<file path="config.mk">
export PLATFORM = sky130hd
export DESIGN_NAME = bram_stream_loader
export DESIGN_NICKNAME = d
export VERILOG_FILES = /design/src/rtl/bram_stream_loader.sv
export SDC_FILE = /design/constraint.sdc
export NUM_CORES = 1
export LEC_CHECK = 0
export BUFFER_PORTS_ARGS = -buffer_cell sky130_fd_sc_hd__buf_2
export CORE_MARGIN = 3
export CORE_UTILIZATION = 55
export CTS_CLUSTER_DIAMETER = 60
export DETAILED_ROUTE_END_ITERATION = 8
export GPL_TIMING_DRIVEN = 0
export PLACE_DENSITY = 0.89
export SYNTH_ARGS = -nofsm -noshare
export SYNTH_HDL_FRONTEND = slang
export SYNTH_SLANG_ARGS = --single-unit
</file>
<file path="constraint.sdc">
create_clock -name clk -period 3.5 [get_ports clk]
set_input_delay 0 -clock clk [delete_from_list [all_inputs] [get_ports clk]]
set_output_delay 0 -clock clk [all_outputs]
set_load 0.02 [all_outputs]
</file>
<file path="src/rtl/bram_stream_loader.sv">
// BRAM preload engine: writes a valid/ready word stream into a single-port memory,
// then reads the same region back and compares the read and write checksums.
module bram_stream_loader #(
  parameter int          BRAM_ADDR_WIDTH = 17,
  parameter int          BRAM_DATA_WIDTH = 32,
  parameter logic [31:0] BASE_ADDR       = 32'h0000_0000
) (
  input  logic                       clk,
  input  logic                       reset,
  input  logic                       start,
  input  logic [BRAM_ADDR_WIDTH:0]   word_count,
  input  logic [BRAM_DATA_WIDTH-1:0] s_data,
  input  logic                       s_valid,
  output logic                       s_ready,
  output logic [31:0]                bram_addr_a,
  output logic                       bram_clk_a,
  output logic [BRAM_DATA_WIDTH-1:0] bram_wrdata_a,
  input  logic [BRAM_DATA_WIDTH-1:0] bram_rddata_a,
  output logic                       bram_en_a,
  output logic                       bram_rst_a,
  output logic [3:0]                 bram_we_a,
  output logic                       busy,
  output logic                       done,
  output logic                       error,
  output logic [BRAM_DATA_WIDTH-1:0] checksum
);

  localparam int            CW    = BRAM_ADDR_WIDTH + 1;
  localparam int            PAD   = 32 - CW - 2;
  localparam logic [CW-1:0] MAX_N = {1'b1, {BRAM_ADDR_WIDTH{1'b0}}};
  localparam logic [CW-1:0] ONE   = {{BRAM_ADDR_WIDTH{1'b0}}, 1'b1};

  typedef enum logic [2:0] {
    IDLE  = 3'd0,
    WRITE = 3'd1,
    READ  = 3'd2,
    DRAIN = 3'd3,
    DONE  = 3'd4
  } state_t;

  state_t                     state_r, state_next_s;
  logic [CW-1:0]              n_r, idx_r;
  logic [BRAM_DATA_WIDTH-1:0] wsum_r, rsum_r, rsum_next_s, checksum_r;
  logic                       rd_pend_r, error_r;
  logic                       accept_s, xfer_s, issue_s, last_s;
  logic                       ready_s, en_s;
  logic [3:0]                 we_s;
  logic [31:0]                idx_addr_s;

  assign last_s      = (idx_r == (n_r - ONE));
  assign idx_addr_s  = BASE_ADDR + {{PAD{1'b0}}, idx_r, 2'b00};
  assign rsum_next_s = rd_pend_r ? (rsum_r + bram_rddata_a) : rsum_r;

  // Next-state decode and combinational memory-port drive
  always_comb begin
    state_next_s  = state_r;
    ready_s       = 1'b0;
    en_s          = 1'b0;
    we_s          = 4'h0;
    bram_addr_a   = BASE_ADDR;
    bram_wrdata_a = {BRAM_DATA_WIDTH{1'b0}};
    accept_s      = 1'b0;
    xfer_s        = 1'b0;
    issue_s       = 1'b0;
    case (state_r)
      IDLE: begin
        if (start) begin
          accept_s = 1'b1;
          if (word_count == {CW{1'b0}}) begin
            state_next_s = DONE;
          end else begin
            state_next_s = WRITE;
          end
        end else begin
          state_next_s = IDLE;
        end
      end
      WRITE: begin
        ready_s = 1'b1;
        if (s_valid) begin
          xfer_s        = 1'b1;
          en_s          = 1'b1;
          we_s          = 4'hF;
          bram_addr_a   = idx_addr_s;
          bram_wrdata_a = s_data;
          if (last_s) begin
            state_next_s = READ;
          end else begin
            state_next_s = WRITE;
          end
        end else begin
          state_next_s = WRITE;
        end
      end
      READ: begin
        en_s        = 1'b1;
        issue_s     = 1'b1;
        bram_addr_a = idx_addr_s;
        if (last_s) begin
          state_next_s = DRAIN;
        end else begin
          state_next_s = READ;
        end
      end
      DRAIN:   state_next_s = DONE;
      DONE:    state_next_s = IDLE;
      default: state_next_s = IDLE;
    endcase
  end

  // Reset held low suppresses any port activity even before the state register clears
  assign s_ready    = ready_s & reset;
  assign bram_en_a  = en_s & reset;
  assign bram_we_a  = we_s & {4{reset}};
  assign bram_clk_a = clk;
  assign bram_rst_a = ~reset;
  assign busy       = (state_r != IDLE);
  assign done       = (state_r == DONE);
  assign error      = error_r;
  assign checksum   = checksum_r;

  // State, word counter, running sums and held result registers
  always_ff @(posedge clk) begin
    if (!reset) begin
      state_r    <= IDLE;
      n_r        <= {CW{1'b0}};
      idx_r      <= {CW{1'b0}};
      wsum_r     <= {BRAM_DATA_WIDTH{1'b0}};
      rsum_r     <= {BRAM_DATA_WIDTH{1'b0}};
      rd_pend_r  <= 1'b0;
      error_r    <= 1'b0;
      checksum_r <= {BRAM_DATA_WIDTH{1'b0}};
    end else begin
      state_r   <= state_next_s;
      rd_pend_r <= issue_s;
      if (accept_s) begin
        n_r        <= (word_count > MAX_N) ? MAX_N : word_count;
        idx_r      <= {CW{1'b0}};
        wsum_r     <= {BRAM_DATA_WIDTH{1'b0}};
        rsum_r     <= {BRAM_DATA_WIDTH{1'b0}};
        error_r    <= 1'b0;
        checksum_r <= {BRAM_DATA_WIDTH{1'b0}};
      end else begin
        rsum_r <= rsum_next_s;
        if (xfer_s) begin
          wsum_r <= wsum_r + s_data;
        end
        if (xfer_s || issue_s) begin
          idx_r <= last_s ? {CW{1'b0}} : (idx_r + ONE);
        end
        // The last read word lands during DRAIN, so fold it in before comparing
        if (state_r == DRAIN) begin
          error_r    <= (rsum_next_s != wsum_r);
          checksum_r <= wsum_r;
        end
      end
    end
  end

endmodule

</file>
## Word level (Yosys, flattened, before mapping)

Cells that the tools add are included.
W data, S select, Z words.

- Word-level logic and storage cells: 50
- Bits in registers: 137
- Output and inout bits: 107

- $lt $le $gt $ge: 1
- Mux-type cells: 22
- Eq/ne operators: 6
- Add/sub/neg operators: 4
- Reductions and logical operators: 5
- Bitwise logic cells: 4

Operators by type and width:

| cell | count |
|---|---|
| $mux W32 | 3 |
| $add A32 B32 Y32 | 2 |
| $pmux W20 S2 | 1 |
| $mux W18 | 2 |
| $ne A32 B32 Y1 | 1 |
| $mux W20 | 1 |
| $add A18 B1 Y18 const B | 1 |
| $eq A18 B18 Y1 | 1 |
| $gt A18 B18 Y1 const B | 1 |
| $logic_not A18 Y1 | 1 |
| $sub A18 B1 Y18 const B | 1 |
| $pmux W3 S4 | 1 |
| $mux W3 | 3 |
| $mux W4 | 2 |
| $mux W1 | 7 |
| $eq A3 B2 Y1 const B | 2 |
| $and A4 B4 Y4 | 1 |
| $eq A3 B1 Y1 const B | 1 |
| $eq A3 B3 Y1 const B | 1 |
| $logic_not A3 Y1 | 1 |
| $reduce_bool A3 Y1 | 1 |
| $and A1 B1 Y1 | 2 |
| $mux W2 | 1 |
| $pmux W1 S2 | 1 |
| other kinds (3) | 3 |

## Longest topological paths before layout

Gate-level depths: netlist of run 1.

- Depth after elaboration: 5
- Gate-level depth with buffers: 13
- Mapped depth without buffers: 13

==> results.sh, run 1 <==
export IMPL_drtAntennaViolNets=0
export IMPL_critPathMaxStageDelay_ns=0.47
export IMPL_grt_usage_pct=35.9
export IMPL_instances_no_fill=1991
export IMPL_synthCells=1453
export IMPL_antenna_found_initial=0
export IMPL_slew_violations=0
export IMPL_wl_per_cell_um=21.0
export IMPL_dr_pass1_iters=8
export IMPL_synth_xor_area_share_pct=10.2
export IMPL_synth_fa_ha_area_share_pct=7.60
export IMPL_startpoint_type="flip-flop"
export IMPL_fp_dieArea_um2=21800
export IMPL_critPathMaxFanout=5
export IMPL_place_gp_congestion=0.973
export IMPL_path_cells="ha_4 > inv_2 > fa_2 > nand2b_4 > a211o_1 > a21oi_4 > o211ai_1 > a211o_1 > a211oi_2 > o31a_1 > o2111ai_1 > a22oi_1 > nand2_1"
export IMPL_critical_path_class="flip-flop to flip-flop"
export IMPL_initial_utilization_pct=56.5
export IMPL_grt_pass1_wl_um=62700
export IMPL_ys_flop_type="dfxtp_1"
export IMPL_drt_iter0_drc=1416
export IMPL_cts_reportedPaths_clkPinSlew_ns=0.07
export IMPL_antenna_cells=0
export IMPL_worst_skew_pair_late_latency_ns=0.55
export IMPL_r2r_slack_ns=0.08
export IMPL_ys_seq_area_share_pct=24.8
export IMPL_r2r_end="error"
export IMPL_synth_area_um2=11100
export IMPL_hold_depth=5
export IMPL_min_path_type="input port to flip-flop"
export IMPL_synth_seq_cells=137
export IMPL_synth_top_family_by_area="simple AND/OR/NAND/NOR gates"
export IMPL_synthDistinctLibCells=93
export IMPL_period_share_pct=97.8
export IMPL_power_leakage_nw=6.00
export IMPL_nNetsFinal=1865
export IMPL_tritoncts="built"
export IMPL_fmax_ghz=0.292
export IMPL_endpoint_kind="flip-flop"
export IMPL_grt_max_degree=17
export IMPL_rsz0062_at_grt="true"
export IMPL_synthArstFlopShare_pct=0
export IMPL_portBuffers=178
export IMPL_wirelength_um=41800
export IMPL_ir_worst_vdd_mv=0.366
export IMPL_dpl_cell_count=1909
export IMPL_timing_setup_tns_ns=0
export IMPL_skew_ns=0.0119
export IMPL_cp_data_required_time_ns=3.93
export IMPL_setup_viol=0
export IMPL_synth_area_per_cell_um2=7.61
export IMPL_fill_cells=1520
export IMPL_power_mw=4.43
export IMPL_first_global_vias=11800
export IMPL_holdCritStartpoint="s_data[6]"
export IMPL_die_h_um=148
export IMPL_gr_total_overflow=0
export IMPL_worstMarginPinSlew_ns=0.931
export IMPL_worstPathArrival_ns=3.85
export IMPL_core_um2=19600
export IMPL_synth_compound_area_share_pct=23.5
export IMPL_cpMaxStageDelayCell="a211o_1"
export IMPL_route_detailed_drc=0
export IMPL_outcome="completed"
export IMPL_vias=12700
export IMPL_p_per_area_nw_per_um2=325
export IMPL_dp_hpwl_um=29500
export IMPL_min_period_ns=3.42
export IMPL_layout_drive_gt1_share_pct=19.5
export IMPL_vias_per_cell=6.39
export IMPL_slew_headroom_pct=37.6
export IMPL_yosys_area_share_simple_pct=26.4
export IMPL_synth_edf_count=0
export IMPL_ys_warn_count=0
export IMPL_timing_rr_start="rsum_r[0]"
export IMPL_pin_count=193
export IMPL_crit_top_cell="a211o_1"
export IMPL_area_delta_synth_final_pct=23.4
export IMPL_utilization_pct=69.7
export IMPL_r2r_cells=13
export IMPL_max_cap_viol_count=0
export IMPL_hold_viol_final=0
export IMPL_die_w_um=148
export IMPL_hold_end="wsum_r[6]"
export IMPL_rows=51
export IMPL_muxShareOfSynthArea_pct=2.18
==> per-layer routing <==
layer | GRT usage, % | wire length [um] | up-vias | part of all wire, %
met3 | 7.85 | 4640 | 217 | 11
met4 | 18.6 | 2420 | 0 | 5.8
met5 | 0 | 0 | - | 0
met2 | 56.8 | 18600 | 931 | 45
met1 | 46.0 | 16100 | 5857 | 39
li1 | - | - | 5720 | -
==> Yosys cell counts (all sizes together) (11+ instances only) <==
| cell type | n | share of area [%] |
|---|---|---|
| a31oi | 17 | 0.96 |
| nand2b | 15 | 0.85 |
| nor3b | 12 | 0.81 |
| or3 | 13 | 0.74 |
| clkbuf | 52 | 1.8 |
| nor4 | 16 | 0.91 |
| a211o | 11 | 0.87 |
| nand2 | 197 | 6.7 |
| a211oi | 20 | 1.6 |
| a21oi | 137 | 6.2 |
| xnor2 | 61 | 4.8 |
| and3 | 16 | 0.91 |
| and2 | 61 | 3.5 |
| mux2i | 23 | 2.1 |
| ha | 64 | 7.2 |
| nor3 | 35 | 1.7 |
| a22o | 12 | 0.95 |
| nand3 | 47 | 2.2 |
| buf | 38 | 2.3 |
| nand4 | 19 | 1.1 |
| inv | 35 | 1.2 |
| dfxtp | 137 | 25 |
| a21o | 30 | 2.0 |
| nor2 | 107 | 3.6 |
| o21ai | 70 | 3.3 |
| xor2 | 62 | 4.9 |
==> layout make-up <==
cell class              count  area (um^2)  area share [%]
plain buffers              88          450            3.30
clock buffers              23          523            3.83
clock inverters            13          108           0.788
inverters                  35          131           0.962
multi-input cells        1204         8020            58.7
flip-flops and latches    137         2760            20.2
well taps                 265          332            2.43
repair buffers            226         1340            9.79
==> metrics by stage <==
stage / area [um^2] / hold WS (ns) / setup WS (ns)
floorplan: 11100 / 0.109 / 0.411
global placement: 12300 / 0.214 / -0.114
detailed placement: 12300 / 0.214 / -0.202
CTS: 13300 / 0.00529 / -0.134
global route: 13700 / 0.0381 / -0.0541
finish: 13700 / 0.00324 / 0.0758
==> how the worst max path moves through the flow <==
| stage | start | endpoint | depth (start not counted) |
|---|---|---|---|
| 2_1_floorplan | rsum_r[0] | error | 13 |
| 3_3_place_gp | rsum_r[0] | error | 13 |
| 3_5_place_dp | rsum_r[0] | error | 13 |
| 4_1_cts | rsum_r[0] | error | 13 |
| 5_1_grt | rsum_r[0] | error | 13 |
| 6_report | rsum_r[0] | error | 13 |
==> critical path: cells and delay by family (launching register included) <==
family          cells  cell delay (ns)
fa+ha+maj           2             0.52
compound gates      8             2.15
flops               1             0.37
simple gates        2             0.24
buf+inv             1             0.04
==> cell families (layout without fill, tap and decap cells) <==
family,Yosys count,after routing
AO/OA/AOI/OAI,389,389
XOR/XNOR,125,125
adder cells (fa/ha/maj),66,66
buffers and inverters,125,385
flip-flops,137,137
multiplexers,24,24
other,1,14
AND/OR/NAND/NOR,586,586
==> where the power goes <==
| part | switching, mW | total [mW] | internal (mW) |
|---|---|---|---|
| sequential | 0.0431 | 1.62 | 1.58 |
| combinational | 0.519 | 0.853 | 0.334 |
| clock | 0.846 | 1.96 | 1.11 |
| total | 1.41 | 4.43 | 3.03 |
==> cells in the final DEF (no fill, tap or decap), types with 33 or more instances in the layout <==
cell type      count
and2_1            59
a21oi_1          133
nand3_1           46
inv_1             34
buf_4             37
ha_1              58
nand2_1          197
nor2_1           107
o21ai_0           55
nor3_1            34
clkbuf_1          48
dfxtp_1          127
xnor2_1           61
dlygate4sd3_1     33
xor2_1            62
buf_2            190
==> timing repair <==
action,in CTS,in global routing
hold buffers,33,0
buffers inserted,0,16
pin swaps,0,18
gates resized for setup,3,56
hold endpoints to repair,31,0
setup endpoints to repair,4,23
==> state kept, by name (all words and copies together), names as in the netlist <==
register,flops
wsum_r,32
idx_r,18
error,1
rsum_r,32
state_r,3
checksum,32
n_r,18
rd_pend_r,1
Power figures use the tool's default switching activity.
==> run 2: changes to the inputs <==
- ABC_AREA: default -> 1
- CELL_PAD_IN_SITES_DETAIL_PLACEMENT: default -> 0
- CELL_PAD_IN_SITES_GLOBAL_PLACEMENT: default -> 1
- CORE_UTILIZATION: 55 -> 39
- PLACE_DENSITY: 0.89 -> 0.91
==> run 2 against run 1 <==
  * Synthesized cell count increased by 31%
  * Final cell count increased by 27%
  * First-iteration DRC count decreased by 32%
  * Largest power group unchanged
  * Global-route usage decreased by 9.8 points
  * Setup slack improved by 0.24 ns
  * Synthesized area increased by 2.1%
  * Worst hold slack improved by 0.034 ns
==> results.sh, run 2 <==
export IMPL_synth_seq_cells=137
export IMPL_rows=61
export IMPL_fin_area_um2=13700
export IMPL_critical_path_class="flip-flop to flip-flop"
export IMPL_synth_most_common_cell="nand2_1"
export IMPL_cp_data_required_time_ns=3.93
export IMPL_grt_max_degree=17
export IMPL_rsz0062_at_grt="false"
export IMPL_min_path_type="input port to flip-flop"
export IMPL_synth_area_um2=11300
export IMPL_setup_ws_ns=0.316
export IMPL_worstMarginPinSlew_ns=0.985
export IMPL_initial_utilization_pct=40.1
export IMPL_utilization_pct=48.6
export IMPL_slew_headroom_pct=34.3
export IMPL_hold_viol_final=0
export IMPL_antenna_found_initial=0
export IMPL_dr_pass1_iters=5
export IMPL_cpMaxStageDelayCell="fa_1"
export IMPL_synth_area_per_cell_um2=5.94
export IMPL_setup_viol=0
export IMPL_wirelength_um=40900
export IMPL_nNetsFinal=2297
export IMPL_max_cap_viol_count=0
export IMPL_final_common_cell="nand2_1"
export IMPL_synth_top_cells_by_area="dfxtp_1 (24%), nand2_1 (19%), inv_1 (10%)"
export IMPL_yosysTopAreaCell="dfxtp_1"
export IMPL_synthArstFlopShare_pct=0
export IMPL_p_per_area_nw_per_um2=328
export IMPL_dpl_cell_count=2470
export IMPL_wl_per_cell_um=16.1
export IMPL_pre_cts_slack_ns=0.346
export IMPL_gr_total_overflow=0
export IMPL_endpoint_kind="flip-flop"
export IMPL_fmax_ghz=0.314
export IMPL_drt_iter0_drc=958
export IMPL_ys_seq_area_share_pct=24.3
export IMPL_die_h_um=176
export IMPL_layout_common_cells="nand2_1 (569), inv_1 (309), buf_2 (181)"
export IMPL_instances_no_fill=2536
export IMPL_critPathMaxFanout=4
export IMPL_core_um2=28200
export IMPL_skew_ns=0.0105
export IMPL_period_share_pct=91.0
export IMPL_layout_drive_gt1_share_pct=13.3
export IMPL_worstPathArrival_ns=3.62
export IMPL_cts_reportedPaths_clkPinSlew_ns=0.06
export IMPL_fp_dieArea_um2=31000
export IMPL_grt_pass1_wl_um=63700
export IMPL_synthCells=1902
export IMPL_pin_count=193
export IMPL_route_detailed_drc=0
export IMPL_placed_area_um2=12700
export IMPL_ys_warn_count=0
export IMPL_outcome="completed"
export IMPL_grt_usage_pct=26.1
export IMPL_power_leakage_nw=7.37
export IMPL_dp_hpwl_um=33400
export IMPL_ir_worst_vdd_mv=0.347
export IMPL_postCtsSetupBuffers=0
export IMPL_timing_setup_tns_ns=0
export IMPL_first_global_vias=12000
export IMPL_tritoncts="built"
export IMPL_startpoint_type="flip-flop"
export IMPL_place_gp_congestion=0.931
export IMPL_critPathMaxStageDelay_ns=0.40
export IMPL_antenna_cells=0
export IMPL_path_cells="ha_2 > inv_1 > fa_1 > inv_1 > nand2_1 > nand2_1 > nand3_1 > nand2_1 > nand2_1 > nand3_1 > o21ai_0 > nand2_1 > nand2_1 > nor2_1 > nand2_1 > nor2_1 > nand2_1 > nor2_1 > nand3_1 > nor2_2 > nor2_1"
export IMPL_die_w_um=176
export IMPL_crit_top_cell="nand2_1"
export IMPL_area_delta_synth_final_pct=21.2
export IMPL_ys_flop_type="dfxtp_1"
export IMPL_synth_top_cell_area_share_pct=24.3
export IMPL_vias_per_cell=5.01
export IMPL_synth_commonest_cells="nand2_1 (569), inv_1 (309), nor2_1 (176)"
export IMPL_portBuffers=177
export IMPL_min_period_ns=3.18
export IMPL_drtAntennaViolNets=0
export IMPL_vias=12700
export IMPL_synthDistinctLibCells=56
export IMPL_worst_skew_pair_late_latency_ns=0.55
export IMPL_synth_edf_count=0
export IMPL_slew_violations=0
run 2: layout make-up:
type | count | area, um^2
well taps | 378 | 473
plain buffers | 65 | 324
inverters | 317 | 1190
clock buffers | 23 | 533
repair buffers | 207 | 1190
fillers | 3035 | 14500
flip-flops and latches | 137 | 2740
clock inverters | 13 | 143
multi-input cells | 1396 | 7090
run 2: final timing paths:
check	startpoint	to	slack, ns	depth (start not counted)
setup / recovery	rsum_r[0]	error	0.32	21
hold reg to reg	checksum[25]	checksum[25]	0.46	2
setup reg to reg	rsum_r[0]	error	0.32	21
hold / removal	bram_rddata_a[29]	rsum_r[29]	0.04	5
run 2: cells by family (layout without fill, tap and decap cells):
logic type	Yosys count	count (layout)	share of synthesized area (%)
and+or+nand+nor	1016	1016	38.8
buffers and inverters	382	625	13.4
AOI/OAI and AO/OA	254	254	12.3
DFF	137	137	24.3
adders and majority gates	66	66	7.44
xor gates and xnor gates	46	46	3.69
other	1	14	0.0332
run 2: critical path, delay by kind of cell, from the launching register on:
| kind | cells | cell delay (ns) |
|---|---|---|
| compound gates | 1 | 0.13 |
| buf+inv | 2 | 0.27 |
| simple gates | 16 | 1.70 |
| flops | 1 | 0.33 |
| fa+ha+maj | 2 | 0.64 |
run 2: per-layer routing:
| layer | vias up | share of wire, % | global-route usage (%) |
|---|---|---|---|
| met5 | - | 0 | 0 |
| met4 | 0 | 2.3 | 7.82 |
| met3 | 50 | 5.7 | 3.76 |
| met2 | 373 | 47 | 44.8 |
| met1 | 5765 | 45 | 33.9 |
| li1 | 6522 | - | - |
run 2: per-stage QoR:
step	hold WS [ns]	power [mW]
CTS	0.0145	4.51
finish	0.0371	4.49
global placement	0.214	2.46
global route	0.0614	4.69
detailed placement	0.214	2.47
floorplan	0.113	2.21
run 2: repair_timing:
item,CTS,global route
hold buffers,31,0
gates resized for setup,0,2
endpoints found under the setup margin,0,1
endpoints found under the hold margin,27,0
run 2: power breakdown:
part | switching [mW] | internal, mW
clock | 0.803 | 1.26
combinational | 0.525 | 0.282
sequential | 0.0341 | 1.59
total | 1.36 | 3.13
==> run 3: changes to the inputs <==
- CTS_BUF_LIST: default -> sky130_fd_sc_hd__clkbuf_16
==> run 3 against run 2 <==
  * Cell area decreased by 0.22%
  * Clock skew decreased by 0.0013 ns
  * Global-route usage about the same
  * Combinational power about the same
  * First-iteration DRC count decreased by 0.84%
  * Total power decreased by 0.99%
  * Worst hold slack improved by 0.0054 ns
  * Flip-flop and latch count unchanged
  * Register-to-register slack improved by 0.03 ns
  * Non-clock buffer count decreased by 1
  * Sequential share of layout area about the same
  * Sequential power about the same
  * Largest cell class unchanged
  * Largest power group unchanged
  * Highest routed layer unchanged
==> results.sh, run 3 (same netlist as run 2, synthesis figures left out) <==
export IMPL_outcome="completed"
export IMPL_fill_cells=3043
export IMPL_startpoint_type="flip-flop"
export IMPL_wirelength_um=40900
export IMPL_p_per_area_nw_per_um2=325
export IMPL_slew_headroom_pct=34.6
export IMPL_power_leakage_nw=7.36
export IMPL_die_h_um=176
export IMPL_fp_dieArea_um2=31000
export IMPL_final_common_cell="nand2_1"
export IMPL_grt_usage_pct=26.0
export IMPL_min_period_ns=3.16
export IMPL_wl_per_cell_um=16.1
export IMPL_internal_power_mw=3.08
export IMPL_cp_data_required_time_ns=3.93
export IMPL_switching_share_pct=30.6
export IMPL_tritoncts="built"
export IMPL_drt_iter0_drc=950
export IMPL_portBuffers=177
export IMPL_dp_hpwl_um=33400
export IMPL_drtAntennaViolNets=0
export IMPL_combPwrFrac_pct=18.1
export IMPL_dr_pass1_iters=5
export IMPL_setup_ws_ns=0.343
export IMPL_worstMarginPinSlew_ns=0.981
export IMPL_antenna_cells=0
export IMPL_top_usage_layer="met2"
export IMPL_endpoint_kind="flip-flop"
export IMPL_timing_setup_tns_ns=0
export IMPL_use_met2_pct=44.6
export IMPL_grt_max_degree=17
export IMPL_grt_met1_usage_pct=33.9
export IMPL_fmax_ghz=0.317
export IMPL_vias=12600
export IMPL_worst_skew_pair_late_latency_ns=0.54
export IMPL_skew_ns=0.00923
export IMPL_area_delta_synth_final_pct=20.9
export IMPL_gr_total_overflow=0
export IMPL_initial_utilization_pct=40.1
export IMPL_clkPwrFrac_pct=45.5
export IMPL_layout_common_cells="nand2_1 (569), inv_1 (309), buf_2 (181)"
export IMPL_worstPathArrival_ns=3.59
export IMPL_hold_ws_ns=0.0425
export IMPL_cts_reportedPaths_clkPinSlew_ns=0.07
export IMPL_critPathMaxFanout=4
export IMPL_first_global_vias=12000
export IMPL_antenna_found_initial=0
export IMPL_rows=61
export IMPL_postCtsSetupBuffers=0
export IMPL_dpl_cell_count=2470
export IMPL_layout_drive_gt1_share_pct=13.2
export IMPL_instances_no_fill=2535
export IMPL_core_um2=28200
export IMPL_fin_area_um2=13700
export IMPL_grt_pass1_wl_um=63600
export IMPL_slew_violations=0
export IMPL_hold_viol_final=0
export IMPL_vias_per_cell=4.99
export IMPL_period_share_pct=90.2
export IMPL_route_detailed_drc=0
export IMPL_p_sw_mw=1.36
export IMPL_min_path_type="input port to flip-flop"
export IMPL_pwr_share_seq_pct=36.4
export IMPL_nNetsFinal=2296
export IMPL_ir_worst_vdd_mv=0.345
export IMPL_placed_area_um2=12700
export IMPL_setup_viol=0
export IMPL_gr_usage_met3_pct=3.78
export IMPL_pre_cts_slack_ns=0.346
export IMPL_place_gp_congestion=0.931
export IMPL_rsz0062_at_grt="false"
export IMPL_die_w_um=176
export IMPL_max_cap_viol_count=0
export IMPL_critical_path_class="flip-flop to flip-flop"
export IMPL_pin_count=193
[run 3: critical path, stage by stage, from the launching register on]
cell and delay, ns:
dfxtp_1 0.33, ha_2 0.24, inv_1 0.07, fa_1 0.40, inv_1 0.20, nand2_1 0.11
nand2_1 0.13, nand3_1 0.11, nand2_1 0.18, nand2_1 0.07, nand3_1 0.12, o21ai_0 0.13
nand2_1 0.09, nand2_1 0.05, nor2_1 0.12, nand2_1 0.06, nor2_1 0.08, nand2_1 0.06
nor2_1 0.14, nand3_1 0.10, nor2_2 0.17, nor2_1 0.06
[run 3: worst paths after layout]
kind	start	endpoint	slack [ns]	cells after the start
setup reg to reg	rsum_r[0]	error	0.34	21
hold reg to reg	checksum[25]	checksum[25]	0.46	2
setup / recovery	rsum_r[0]	error	0.34	21
hold / removal	bram_rddata_a[29]	rsum_r[29]	0.04	5
[run 3: area by class of cell]
type / count / area [um^2] / share of cell area, %
Buffer: 65 / 324 / 2.37
Clock buffer: 21 / 505 / 3.70
Clock inverter: 15 / 150 / 1.10
Inverter: 317 / 1190 / 8.73
Multi-Input combinational cell: 1396 / 7090 / 51.9
Sequential cell: 137 / 2740 / 20.1
Tap cell: 378 / 473 / 3.46
Timing Repair Buffer: 206 / 1180 / 8.65
[run 3: power by group through the flow]
stage / sequential [mW] / clock, mW / combinational [mW]
2_1_floorplan: 1.64 / 0.0334 / 0.532
3_3_place_gp: 1.65 / 0.0420 / 0.765
3_5_place_dp: 1.65 / 0.0420 / 0.773
4_1_cts: 1.62 / 2.05 / 0.800
5_1_grt: 1.62 / 2.12 / 0.900
6_report: 1.62 / 2.02 / 0.805
[run 3: layer usage]
metal / routed length, um / share of wire (%)
met5: 0 / 0
met4: 876 / 2.1
met3: 2500 / 6.1
met2: 19100 / 47
met1: 18400 / 45
[run 3: through the flow]
stage	util (%)	power [mW]
2_1_floorplan	-	2.21
3_3_place_gp	45.1	2.46
3_5_place_dp	45.1	2.47
4_1_cts	48.5	4.46
5_1_grt	48.5	4.64
6_report	48.5	4.44
[run 3: timing repair]
action | 4_1_cts | 5_1_grt
gates resized for setup | 0 | 2
endpoints found under the hold margin | 27 | 0
hold buffers | 30 | 0
setup endpoints to repair | 0 | 1
